$ cat src/rtl/vga_timing_if.sv
// Raster timing bundle from the timing generator to the renderer and the VGA connector.
interface vga_timing_if;
   logic [9:0] DrawX;
   logic [9:0] DrawY;
   logic       blank;
   logic       hs;
   logic       vs;
   logic       frame_start;
   logic       line_start;

   modport master (output DrawX, DrawY, blank, hs, vs, frame_start, line_start);
   modport slave  (input  DrawX, DrawY, blank, hs, vs, frame_start, line_start);
endinterface

$ cat src/rtl/vga_timing_gen.sv
// VGA raster timing generator: pixel/line counters, display enable, frame/line pulses,
// and hs/vs delayed to line up with the renderer's registered colour output.
module vga_timing_gen #(
   parameter int H_VISIBLE  = 640,
   parameter int H_FP       = 16,
   parameter int H_SYNC     = 96,
   parameter int H_BP       = 48,
   parameter int V_VISIBLE  = 480,
   parameter int V_FP       = 10,
   parameter int V_SYNC     = 2,
   parameter int V_BP       = 33,
   parameter bit SYNC_POL   = 1'b0,
   parameter int SYNC_DELAY = 1
) (
   input  logic          vga_clk,
   input  logic          reset_n,
   vga_timing_if.master  vga
);
   localparam int H_TOTAL = H_VISIBLE + H_FP + H_SYNC + H_BP;
   localparam int V_TOTAL = V_VISIBLE + V_FP + V_SYNC + V_BP;

   // Thresholds held in 11 bits so an end-of-range equal to 1024 still compares correctly.
   localparam logic [9:0]  H_MAX    = 10'(H_TOTAL - 1);
   localparam logic [9:0]  V_MAX    = 10'(V_TOTAL - 1);
   localparam logic [10:0] H_VIS    = 11'(H_VISIBLE);
   localparam logic [10:0] V_VIS    = 11'(V_VISIBLE);
   localparam logic [10:0] HS_START = 11'(H_VISIBLE + H_FP);
   localparam logic [10:0] HS_END   = 11'(H_VISIBLE + H_FP + H_SYNC);
   localparam logic [10:0] VS_START = 11'(V_VISIBLE + V_FP);
   localparam logic [10:0] VS_END   = 11'(V_VISIBLE + V_FP + V_SYNC);

   if (H_TOTAL > 1024 || V_TOTAL > 1024) begin : g_bad_total
      $error("vga_timing_gen: H_TOTAL/V_TOTAL exceed 10-bit counter range");
   end
   if (SYNC_DELAY < 0 || SYNC_DELAY > 4) begin : g_bad_delay
      $error("vga_timing_gen: SYNC_DELAY must be 0..4");
   end

   logic [9:0] x_q, y_q, x_nx, y_nx;
   logic       blank_q, fs_q, ls_q;
   logic       hsync_nx, vsync_nx;
   // Stage 0 is aligned with DrawX; hs/vs tap stage SYNC_DELAY. Bit 1 = hsync, bit 0 = vsync.
   logic [SYNC_DELAY:0][1:0] sync_pipe;

   always_comb begin
      x_nx = (x_q == H_MAX) ? 10'd0 : x_q + 10'd1;
      y_nx = y_q;
      if (x_q == H_MAX)
         y_nx = (y_q == V_MAX) ? 10'd0 : y_q + 10'd1;
      hsync_nx = ({1'b0, x_nx} >= HS_START && {1'b0, x_nx} < HS_END) ? SYNC_POL : ~SYNC_POL;
      vsync_nx = ({1'b0, y_nx} >= VS_START && {1'b0, y_nx} < VS_END) ? SYNC_POL : ~SYNC_POL;
   end

   always_ff @(posedge vga_clk or negedge reset_n) begin
      if (!reset_n) begin
         x_q       <= H_MAX;
         y_q       <= V_MAX;
         blank_q   <= 1'b0;
         fs_q      <= 1'b0;
         ls_q      <= 1'b0;
         sync_pipe <= {(2*(SYNC_DELAY+1)){~SYNC_POL}};
      end else begin
         x_q          <= x_nx;
         y_q          <= y_nx;
         blank_q      <= ({1'b0, x_nx} < H_VIS) && ({1'b0, y_nx} < V_VIS);
         fs_q         <= (x_nx == 10'd0) && (y_nx == 10'd0);
         ls_q         <= (x_nx == 10'd0);
         sync_pipe[0] <= {hsync_nx, vsync_nx};
         for (int i = 1; i <= SYNC_DELAY; i++)
            sync_pipe[i] <= sync_pipe[i-1];
      end
   end

   assign vga.DrawX       = x_q;
   assign vga.DrawY       = y_q;
   assign vga.blank       = blank_q;
   assign vga.frame_start = fs_q;
   assign vga.line_start  = ls_q;
   assign vga.hs          = sync_pipe[SYNC_DELAY][1];
   assign vga.vs          = sync_pipe[SYNC_DELAY][0];
endmodule

$ cat src/flat_wrapper.sv
// flat-port wrapper written by rule: the top's interface ports become plain ports
module vga_timing_gen_flat 
#(
   parameter int H_VISIBLE  = 640,
   parameter int H_FP       = 16,
   parameter int H_SYNC     = 96,
   parameter int H_BP       = 48,
   parameter int V_VISIBLE  = 480,
   parameter int V_FP       = 10,
   parameter int V_SYNC     = 2,
   parameter int V_BP       = 33,
   parameter bit SYNC_POL   = 1'b0,
   parameter int SYNC_DELAY = 1
)
  (vga_clk, reset_n, vga_DrawX, vga_DrawY, vga_blank, vga_hs, vga_vs, vga_frame_start, vga_line_start);
  vga_timing_if vga_i ();
  input  logic vga_clk;
  input  logic reset_n;
  output wire logic [$bits(vga_i.DrawX)-1:0] vga_DrawX;
  output wire logic [$bits(vga_i.DrawY)-1:0] vga_DrawY;
  output wire logic [$bits(vga_i.blank)-1:0] vga_blank;
  output wire logic [$bits(vga_i.hs)-1:0] vga_hs;
  output wire logic [$bits(vga_i.vs)-1:0] vga_vs;
  output wire logic [$bits(vga_i.frame_start)-1:0] vga_frame_start;
  output wire logic [$bits(vga_i.line_start)-1:0] vga_line_start;
  assign vga_DrawX = vga_i.DrawX;
  assign vga_DrawY = vga_i.DrawY;
  assign vga_blank = vga_i.blank;
  assign vga_hs = vga_i.hs;
  assign vga_vs = vga_i.vs;
  assign vga_frame_start = vga_i.frame_start;
  assign vga_line_start = vga_i.line_start;
  vga_timing_gen #(.H_VISIBLE(H_VISIBLE), .H_FP(H_FP), .H_SYNC(H_SYNC), .H_BP(H_BP), .V_VISIBLE(V_VISIBLE), .V_FP(V_FP), .V_SYNC(V_SYNC), .V_BP(V_BP), .SYNC_POL(SYNC_POL), .SYNC_DELAY(SYNC_DELAY)) u_core (.vga_clk(vga_clk), .reset_n(reset_n), .vga(vga_i));
endmodule
$ cat config.mk
export PLATFORM = sky130hd
export DESIGN_NAME = vga_timing_gen_flat
export DESIGN_NICKNAME = d
export VERILOG_FILES = /design/src/rtl/vga_timing_if.sv /design/src/rtl/vga_timing_gen.sv /design/src/flat_wrapper.sv
export SDC_FILE = /design/constraint.sdc
export NUM_CORES = 1
export LEC_CHECK = 0
export CAP_MARGIN = 25
export CORE_ASPECT_RATIO = 0.8
export CORE_MARGIN = 2
export CORE_UTILIZATION = 45
export CTS_BUF_LIST = sky130_fd_sc_hd__clkbuf_4
export CTS_CLUSTER_DIAMETER = 120
export CTS_CLUSTER_SIZE = 28
export DETAILED_ROUTE_END_ITERATION = 6
export PLACE_DENSITY = 0.72
export SYNTH_ARGS = -nofsm -noshare
export SYNTH_HDL_FRONTEND = slang
export SYNTH_SLANG_ARGS = --single-unit
$ cat constraint.sdc
create_clock -name vga_clk -period 2.15 [get_ports vga_clk]
set_input_delay 0.3225 -clock vga_clk [delete_from_list [all_inputs] [get_ports vga_clk]]
set_output_delay 0.3225 -clock vga_clk [all_outputs]
set_load 0.05 [all_outputs]
Yosys cells after proc, flatten, opt, wreduce, memory -nomap -nowiden
Cells that the tools add are included.
W data, S select, Z words.

cells by class
  $add $sub $neg = 2
  $lt $le $gt $ge = 6
  equality and inequality tests = 2
  multiplexer cells = 5
  reductions and logical operators = 6

operator list
  cell                     number
  $mux W10                 3
  $add A10 B1 Y10 const B  2
  $eq A10 B10 Y1 const B   2
  $logic_not A10 Y1        2
  $lt A10 B10 Y1 const B   2
  $lt A10 B9 Y1 const B    2
  $ge A10 B10 Y1 const B   1
  $ge A10 B9 Y1 const B    1
  $logic_and A1 B1 Y1      4
  $mux W1                  2

word-level totals
  register bits after elaboration = 27
  bits of input ports = 2
  output and inout port bits = 25
  word-level logic and storage cells = 28

Longest topological paths before layout
  depth in word-level cells = 6
  gate-level depth with buffers = 10
  depth with buffers taken out = 8

Least setup slack after synthesis
Ideal clock, no wire load.

  path type = flip-flop to flip-flop
  start = register u_core.y_q[7], in the netlist u_core.vga.DrawY[7]
  end = register u_core.fs_q, in the netlist u_core.vga.frame_start
  arrival = 2.200 ns
  data required time = 2.055 ns
  slack = -0.145 ns
  stages on the path, launching flop included = 8
  cell sequence = dfrtp_1 > buf_6 > or4b_4 > nor4_4 > nor2b_1 > o21ai_2 > nand3_1 > nor4b_2

on the way
  word-level cells in the longest chain between the ends = 5
  elaborated cells on any way between the ends = 6

RTL lines
  what                                               RTL line              source
  from (decl)                                        vga_timing_gen.sv:39  logic [9:0] x_q, y_q, x_nx, y_nx;
  from (signal assigned)                             vga_timing_gen.sv:64  y_q <= y_nx;
  $add A10 B1 Y10 or $eq A10 B10 Y1 (tied branches)  vga_timing_gen.sv:49  y_nx = (y_q == V_MAX) ? 10'd0 : y_q + 10'd1;
  $mux W10                                           vga_timing_gen.sv:49
  $mux W10 *                                         vga_timing_gen.sv:48  if (x_q == H_MAX)
  $logic_not A10 Y1 *                                vga_timing_gen.sv:66  fs_q <= (x_nx == 10'd0) && (y_nx == 10'd0);
  $logic_and A1 B1 Y1 *                              vga_timing_gen.sv:66
  to (signal assigned)                               vga_timing_gen.sv:66
  to (decl)                                          vga_timing_gen.sv:40  logic blank_q, fs_q, ls_q;

Every way passes the cells marked *; elsewhere a longest branch is shown, timed or not.

Worst setup path in the final report
  start = register u_core.y_q[9], in the netlist u_core.vga.DrawY[9]
  end = register u_core.fs_q, in the netlist u_core.vga.frame_start

The elaborated chain is that of the path after synthesis.

==> qor.yml <==
grt_use_total_pct: 21.3
setup_viol: 0
worst_setup_path_start_kind: "flip-flop"
place_hpwl_mm: 2.74
worstMarginPinSlew_ps: 502
seq_area_frac_synth_pct: 43.8
worstSetupPathType: "reg2reg"
pre_cts_ws_ps: -22.9
period_needed_ps: 2100
p_per_area_nw_per_um2: 351
core_area_um2: 3400
io_pins: 27
p_total_uw: 763
slew_headroom_pct: 66.5
grt_pass1_wl_mm: 6.72
intPower_uw: 584
final_common_cell: "buf_4"
swShare_pct: 23.5
irDropWorstVdd_mv: 0.228
status: "finished clean"
areaGrowthSynthToFinish_pct: 37.5
synthCells: 168
drive_above_1_share_pct: 33.3
synth_warnings: 0
mostFrequentLayoutCells: "buf_4 (24), nand2_1 (14), clkdlybuf4s50_1 (13), dfstp_2 (13), nand3_1 (10)"
routedWlPerCell_um: 16.7
yosysUniqueCellTypes: 41
grt_max_degree: 28
antenna-diode-count: 0
final_core_util_pct: 64.0
finalCritPeriodShare_pct: 97.5
synth_top_area_share_pct: 23.3
die_y_um: 57.0
met2_length_mm: 1.91
finClkSkew_ps: 7.69
postSynthAreaPerCell_um2: 9.41
critPathCaptureType: "flip-flop"
slew_violations: 0
num_vias: 1473
min_path_type: "in2async"
clk_path_buf_depth: 2
die-area_um2: 4010
synth_ff_type: "dfstp_2"
via_per_inst: 5.92
crit_arrival_ps: 2370
die_x_um: 70.3
top_layer: "met4"
pwr-share-comb_pct: 1.6
initial_core_util_pct: 46.5
final-hold-violation-count: 0
cts-root-buf: "clkbuf_4"
final_antenna_net_count: 0
required_ps: 2420
cts_tree: "done"
p_clk_share_pct: 31.6
fmax_mhz: 477
syn_area_um2: 1580
final_net_count: 213
fin_ws_ps: 53.8
path_clk_slew_ps: 160
ys_ff_latch: 27
overflow: 0
placed_area_um2: 1980
wl_met1_mm: 1.84
ctsHtreeMaxLevel: 1
p_leak_nw: 0.947
drt_wl_total_mm: 4.15
drc: 0
wl_met3_um: 263
seq_power_share_pct: 66.8
gp_congestion: 1.00
synth.top_cells.by_area: "dfstp_2 (23%), dfrtp_1 (21%), xnor2_1 (5.0%)"
yosysTopAreaCell: "dfstp_2"
first_pass_iters: 5
drt-initial-drc-count: 70
critPathMaxFanout: 7
clock_latency_ps: 350
cap_violations: 0
synth-edff-count: 0
cts_buffers: 3
grt_pass1_vias: 1403
fp-row-count: 19
fin_area_um2: 2170
async_reset_ff_share_pct: 100
synth_nets: 173
p_switching_uw: 179
antenna_found_initial: 0
cts_sinks: 27
fin_setup_tns_ps: 0
io_buffers: 26
==> layer usage <==
metal | vias to the layer above | GRT usage, %
li1 | 685 | -
met1 | 701 | 29.1
met2 | 69 | 32.1
met3 | 18 | 6.01
met4 | 0 | 8.79
met5 | - | 0
==> Yosys cell counts (all sizes together) (4+ instances only) <==
master / instances
a31oi: 7
nor4: 4
nor2: 9
nand3: 12
inv: 6
buf: 10
clkbuf: 4
xor2: 6
dfrtp: 13
o21ai: 13
dfstp: 14
nand2: 14
xnor2: 9
nor3: 6
==> what timing repair did <==
| action | 4_1_cts | 5_1_grt |
|---|---|---|
| setup buffers | 3 | 3 |
| setup endpoints to repair | 6 | 11 |
| gates resized for setup | 7 | 23 |
| hold buffers | 0 | 0 |
| pin swaps | 2 | 6 |
==> area by class of cell <==
type,count,area [µm²]
multi-input cells,121,920
fillers,264,1220
clock inverters,1,7.51
inverters,6,22.5
repair buffers,49,448
well taps,42,52.6
flip-flops and latches,27,702
clock buffers,3,22.5
==> power by group through the flow <==
stage	Clock (mW)	Combinational, mW	Sequential, mW
2_1_floorplan	0	0.000000315	0.518
3_3_place_gp	0	0.0127	0.518
3_5_place_dp	0	0.0134	0.518
4_1_cts	0.249	0.0135	0.510
5_1_grt	0.276	0.0149	0.510
6_report	0.241	0.0122	0.509
==> sequential cells by signal, indices dropped and copies added, names as in the netlist <==
register,flops
u_core.vga.line_start,1
u_core.vga.DrawY,10
u_core.vga.frame_start,1
u_core.vga.hs,1
u_core.vga.blank,1
u_core.sync_pipe,2
u_core.vga.DrawX,10
u_core.vga.vs,1
==> logic make-up after synthesis <==
family                     after synthesis  synth area share [%]
DFF                                     27                  43.8
and+or+nand+nor                         67                  24.9
xor gates and xnor gates                15                  8.31
AOI/OAI and AO/OA                       36                  14.6
adders and majority gates                3                  2.37
buffers and inverters                   20                  5.93
==> final timing paths <==
path	start	end	slack, ps	depth (start not counted)
max in group asynchronous	reset_n	u_core.vga.DrawX[2]	1530	2
min	reset_n	u_core.vga.DrawX[6]	320	2
max	u_core.vga.DrawY[9]	u_core.vga.frame_start	50	7
max reg2reg	u_core.vga.DrawY[9]	u_core.vga.frame_start	50	7
min reg2reg	u_core.sync_pipe[0]	u_core.vga.vs	370	0
min in group vga_clk	u_core.sync_pipe[0]	u_core.vga.vs	370	0
==> worst max-delay path, cell delays in order, from the launching register on <==
cell and delay [ps]:
dfstp_4 640, or4b_4 470, nor4_4 150, buf_6 180, a31oi_4 30, o21ai_1 160, nand3b_1 120, nor4b_2 260
==> per-stage QoR <==
| stage | std cells | hold WS [ps] |
|---|---|---|
| global placement | 239 | 346 |
| global route | 249 | 328 |
| finish | 249 | 317 |
| floorplan | 168 | 26.9 |
| detailed placement | 239 | 348 |
| CTS | 246 | 329 |
(Power assumes the default switching activity.)
